**src/rtl/imem_loader.sv**
```systemverilog
// Instruction-memory loader: framed host byte stream to 32-bit words at address 0 and up.
// Optional trailing XOR checksum byte when IMEM_LOADER_CHECKSUM_EN is defined.
module imem_loader #(
    parameter int ADDR_W = 10
) (
    input  logic              clk,
    input  logic              reset,
    input  logic              start,
    input  logic              in_valid,
    input  logic [7:0]        in_data,
    output logic              in_ready,
    output logic              im_we,
    output logic [ADDR_W-1:0] im_addr,
    output logic [31:0]       im_wdata,
    output logic              cpu_hold,
    output logic              done,
    output logic              err
);

    localparam int DEPTH = 2 ** ADDR_W;

    typedef enum logic [2:0] {
        IDLE,
        LEN_HI,
        LEN_LO,
        DATA,
        WR,
        DONE,
        ERR
`ifdef IMEM_LOADER_CHECKSUM_EN
        ,
        CHK
`endif
    } state_t;

    state_t            state;
    logic [15:0]       len;
    logic [1:0]        bcnt;
    logic [ADDR_W-1:0] idx;
    logic [31:0]       word;
`ifdef IMEM_LOADER_CHECKSUM_EN
    logic [7:0]        csum;
`endif

    logic        xfer;
    logic [16:0] n_new;
    logic        last;
    logic [31:0] word_nxt;

    assign xfer     = in_valid & in_ready;
    assign n_new    = {1'b0, len[15:8], in_data};
    assign last     = (17'(idx) == ({1'b0, len} - 17'd1));
    assign word_nxt = {word[23:0], in_data};

    always_ff @(posedge clk or negedge reset) begin
        if (!reset) begin
            state    <= IDLE;
            len      <= '0;
            bcnt     <= '0;
            idx      <= '0;
            word     <= '0;
            in_ready <= 1'b0;
            im_we    <= 1'b0;
            im_addr  <= '0;
            im_wdata <= '0;
            cpu_hold <= 1'b0;
            done     <= 1'b0;
            err      <= 1'b0;
`ifdef IMEM_LOADER_CHECKSUM_EN
            csum     <= '0;
`endif
        end else begin
            im_we <= 1'b0;
            done  <= 1'b0;
            unique case (state)
                IDLE, ERR: begin
                    if (start) begin
                        state    <= LEN_HI;
                        err      <= 1'b0;
                        idx      <= '0;
                        bcnt     <= '0;
                        cpu_hold <= 1'b1;
                        in_ready <= 1'b1;
`ifdef IMEM_LOADER_CHECKSUM_EN
                        csum     <= '0;
`endif
                    end
                end
                LEN_HI: begin
                    if (xfer) begin
                        len[15:8] <= in_data;
                        state     <= LEN_LO;
                    end
                end
                LEN_LO: begin
                    if (xfer) begin
                        len[7:0] <= in_data;
                        if (n_new == 17'd0) begin
`ifdef IMEM_LOADER_CHECKSUM_EN
                            state    <= CHK;
`else
                            state    <= DONE;
                            in_ready <= 1'b0;
                            done     <= 1'b1;
`endif
                        end else if (n_new > 17'(DEPTH)) begin
                            state    <= ERR;
                            in_ready <= 1'b0;
                            err      <= 1'b1;
                        end else begin
                            state <= DATA;
                        end
                    end
                end
                DATA: begin
                    if (xfer) begin
                        word <= word_nxt;
                        bcnt <= bcnt + 2'd1;
`ifdef IMEM_LOADER_CHECKSUM_EN
                        csum <= csum ^ in_data;
`endif
                        if (bcnt == 2'd3) begin
                            state    <= WR;
                            in_ready <= 1'b0;
                            im_we    <= 1'b1;
                            im_addr  <= idx;
                            im_wdata <= word_nxt;
                        end
                    end
                end
                WR: begin
                    if (last) begin
`ifdef IMEM_LOADER_CHECKSUM_EN
                        state    <= CHK;
                        in_ready <= 1'b1;
`else
                        state <= DONE;
                        done  <= 1'b1;
`endif
                    end else begin
                        idx      <= idx + ADDR_W'(1);
                        state    <= DATA;
                        in_ready <= 1'b1;
                    end
                end
                DONE: begin
                    state    <= IDLE;
                    cpu_hold <= 1'b0;
                end
`ifdef IMEM_LOADER_CHECKSUM_EN
                CHK: begin
                    if (xfer) begin
                        in_ready <= 1'b0;
                        if (in_data == csum) begin
                            state <= DONE;
                            done  <= 1'b1;
                        end else begin
                            state <= ERR;
                            err   <= 1'b1;
                        end
                    end
                end
`endif
                default: begin
                    state    <= IDLE;
                    in_ready <= 1'b0;
                    cpu_hold <= 1'b0;
                end
            endcase
        end
    end

endmodule

```
**config.mk**
```make
export PLATFORM = sky130hd
export DESIGN_NAME = imem_loader
export DESIGN_NICKNAME = d
export VERILOG_FILES = /design/src/rtl/imem_loader.sv
export SDC_FILE = /design/constraint.sdc
export NUM_CORES = 1
export LEC_CHECK = 0
export CAP_MARGIN = 20
export CORE_ASPECT_RATIO = 1.2
export CORE_MARGIN = 3
export CORE_UTILIZATION = 60
export CTS_BUF_LIST = sky130_fd_sc_hd__clkbuf_8
export DETAILED_ROUTE_END_ITERATION = 8
export DONT_BUFFER_PORTS = 1
export HOLD_SLACK_MARGIN = 0.08
export PLACE_DENSITY = 0.81
export SYNTH_ARGS = -nofsm -noshare
export SYNTH_HDL_FRONTEND = slang
export SYNTH_SLANG_ARGS = --single-unit
```
**constraint.sdc**
```tcl
create_clock -name clk -period 3.9 [get_ports clk]
set_input_delay 0.585 -clock clk [delete_from_list [all_inputs] [get_ports clk]]
set_output_delay 0.585 -clock clk [all_outputs]
set_load 0.01 [all_outputs]
```
==> flow_summary.yaml <==
logic_synthesis:
  netlist_area_um2: 4680
  synth_edf_count: 0
  async_flop_share_pct: 100
  synth-compound-area-share_pct: 9.06
  yosys_register_bits: 102
  synth_top_family_by_area: "simple AND/OR/NAND/NOR gates"
  synth_fp_nets: 527
  yosysSeqAreaShare_pct: 54.5
  synthSimpleGateAreaFrac_pct: 25.9
  synth.avg_cell_area_um2: 9.15
  synth_xor_area_share_pct: 2.91
  synthMuxAreaShare_pct: 3.53
  netlist_instances: 512
  yosys_warnings: 0
  synthFlopType: "dfrtp_1"
  synth_cell_types: 52
  yosys.area_share.adder_pct: 0.801
clock_tree:
  path_clk_slew_ps: 110
  insertion_delay_ps: 370
  cts_max_level: 3
  cts_sinks: 102
  numCtsBuffers: 9
  cts_tree: "yes"
  clockBufferDepth: 2
  cts_root_buf: "clkbuf_8"
sta:
  worstMarginPinSlew_ps: 895
  setup_slack_ps: 687
  slew_viol_final: 0
  clock-skew-final_ps: 12.9
  hold_viol_final: 0
  fmax_ghz: 0.311
  fin_crit_sh_pct: 82.4
  final-setup-viol-count: 0
  holdWs_ps: 110
  rsz0062_at_grt: "no"
  period_needed_ps: 3210
  slew_headroom_pct: 40.3
  setup_tns_ps: 0
place:
  dp_hpwl_mm: 6.76
  dp.cells: 583
  io_buffers: 0
  placed_area_um2: 4730
  gp_congestion: 0.956
  dp_slack_ps: 707
worst_hold_path:
  hold_class: "primary input to async pin"
floorplan:
  pin_count: 59
  die_width_um: 86.7
  die_h_um: 103
  core_area_um2: 7400
  initial_core_util_pct: 63.3
  die_area_um2: 8910
  rows: 34
layout:
  post-route-util_pct: 67.0
  layout.nets: 521
  finalNonFillerCells: 601
  final_cell_mix: "nand2_1 (205), dfrtp_1 (102), nor2_1 (19), a21oi_1 (12)"
  seqCellArea_um2: 2550
  final_common_cell: "nand2_1"
  area_delta_synth_final_pct: 5.93
  diodes: 0
  multi_input_comb_area_um2: 1980
  fin_area_um2: 4960
  fillers: 589
  drive_gt1_share_pct: 7.05
setup_path:
  worst-path-buf-inv: 1
  crit_path_max_fanout: 16
  start_kind: "flop"
  crit_chain: "inv_1 -> ha_1 -> or4b_4 -> or2_1 -> xor2_1 -> o211ai_2 -> o41ai_4 -> a311oi_4 -> a31oi_1 -> a41o_1"
  cp-end-kind: "flop"
  crit_required_ps: 4170
  cp.arrival_ps: 3480
  slowest_stage: "a311oi_4"
  max_stage_delay_ps: 660
  worstSetupPathType: "flop to flop"
  cp_top_family: "compound AO/OA/AOI/OAI gates"
routing:
  met1Wirelength_mm: 4.38
  antenna_left: 0
  wl_met2_mm: 4.59
  first_iter_violations: 213
  drt-total-wl_mm: 9.77
  routed.top_layer: "met4"
  viasPerCell: 5.89
  routedWlPerCell_um: 16.3
  wl_met3_um: 697
  dr.pass1.iters: 4
  vias: 3539
  drc: 0
global_routing:
  antenna_found_initial: 0
  grt_max_degree: 103
  grt_pass1_vias: 3436
  gr-usage-all-layers_pct: 23.1
  grt_first_pass_wirelength_mm: 16.2
  grt-ovfl-total: 0
pwr:
  total_power_mw: 3.16
  peakVddDrop_uv: 413
  power_leakage_nw: 2.49
  pwr_density_cell_nw_per_um2: 637
run_status:
  status: "finished clean"
job:
  maxCapViolations: 0
## worst reg2reg max path, cell delays in order (launching register included)
cell      delay [ps]
dfrtp_1          430
inv_1            100
ha_1             250
or4b_4           520
or2_1            250
xor2_1           160
o211ai_2         250
o41ai_4          130
a311oi_4         660
a31oi_1          170
a41o_1           230
## cells by family after synthesis
kind of cell,Yosys count
AOI/OAI and AO/OA,60
xor gates and xnor gates,14
adders and majority gates,3
buffers and inverters,37
DFF,102
muxes,15
and+or+nand+nor,281
## final timing paths
kind | to | startpoint | slack, ps | cells past startpoint
worst max-delay path | idx[6] | len[0] | 690 | 10
worst min-delay path | im_addr[6] | reset | 110 | 1
worst min register to register | im_wdata[26] | word[18] | 470 | 2
max in group asynchronous | len[1] | reset | 3360 | 1
worst max register to register | idx[6] | len[0] | 690 | 10
min in group clk | word[2] | in_data[2] | 320 | 2
## per-layer routing
layer / global-route usage [%] / vias to the layer above
met5: 0 / -
met4: 6.12 / 0
met3: 5.92 / 8
met2: 37.0 / 119
met1: 31.5 / 1728
li1: - / 1684
## cells in the mapped netlist, types with 2 or more instances
master	count	area, um2
or2_1	2	12.5
or4_1	5	37.5
clkbuf_1	15	56.3
dfrtp_1	102	2550
nand2_1	206	773
nand3_1	6	30.0
inv_2	4	15.0
and3_1	5	31.3
nor2_1	19	71.3
and2_1	3	18.8
buf_6	2	22.5
a21o_1	4	30.0
xor2_1	4	35.0
buf_1	3	11.3
nand2b_1	4	25.0
mux2i_1	3	30.0
a311oi_1	2	17.5
o21ai_0	6	30.0
buf_2	2	10.0
o21ai_1	11	55.1
a31oi_1	6	37.5
mux2_1	11	124
a21oi_2	2	17.5
nor3_1	11	55.1
ha_1	3	37.5
a31o_1	2	17.5
nor4_1	7	43.8
inv_1	11	41.3
or3_1	5	31.3
a21oi_1	12	60.1
xnor2_1	9	78.8
nand4_1	3	18.8
o22ai_1	3	18.8
## area by class of cell
type                    instances  area share, %
clock inverters                 6           1.26
repair buffers                  5           1.16
clock buffers                  10           2.77
inverters                      15           1.13
well taps                      90           2.27
flip-flops and latches        102           51.5
multi-input cells             373           39.9
## registers in the layout (all words and copies together), names as in the netlist
register / cells
im_wdata: 32
word: 24
len: 16
idx: 10
im_addr: 10
state: 3
bcnt: 2
cpu_hold: 1
done: 1
err: 1
im_we: 1
in_ready: 1
## report_power, final
part / internal (mW) / leakage, nW / total (mW) / switching [mW]
clock: 0.268 / 0.103 / 0.656 / 0.389
sequential: 1.28 / 1.36 / 1.58 / 0.303
combinational: 0.393 / 1.03 / 0.919 / 0.525
total: 1.94 / 2.49 / 3.16 / 1.22
## repair_timing
| action | in CTS | in global routing |
|---|---|---|
| buffers inserted | 0 | 0 |
| hold endpoints to repair | 102 | 0 |
| resized for setup | 0 | 0 |
| endpoints found under the setup margin | 0 | 0 |
| hold buffers | 1 | 0 |
(Power assumes the default switching activity.)
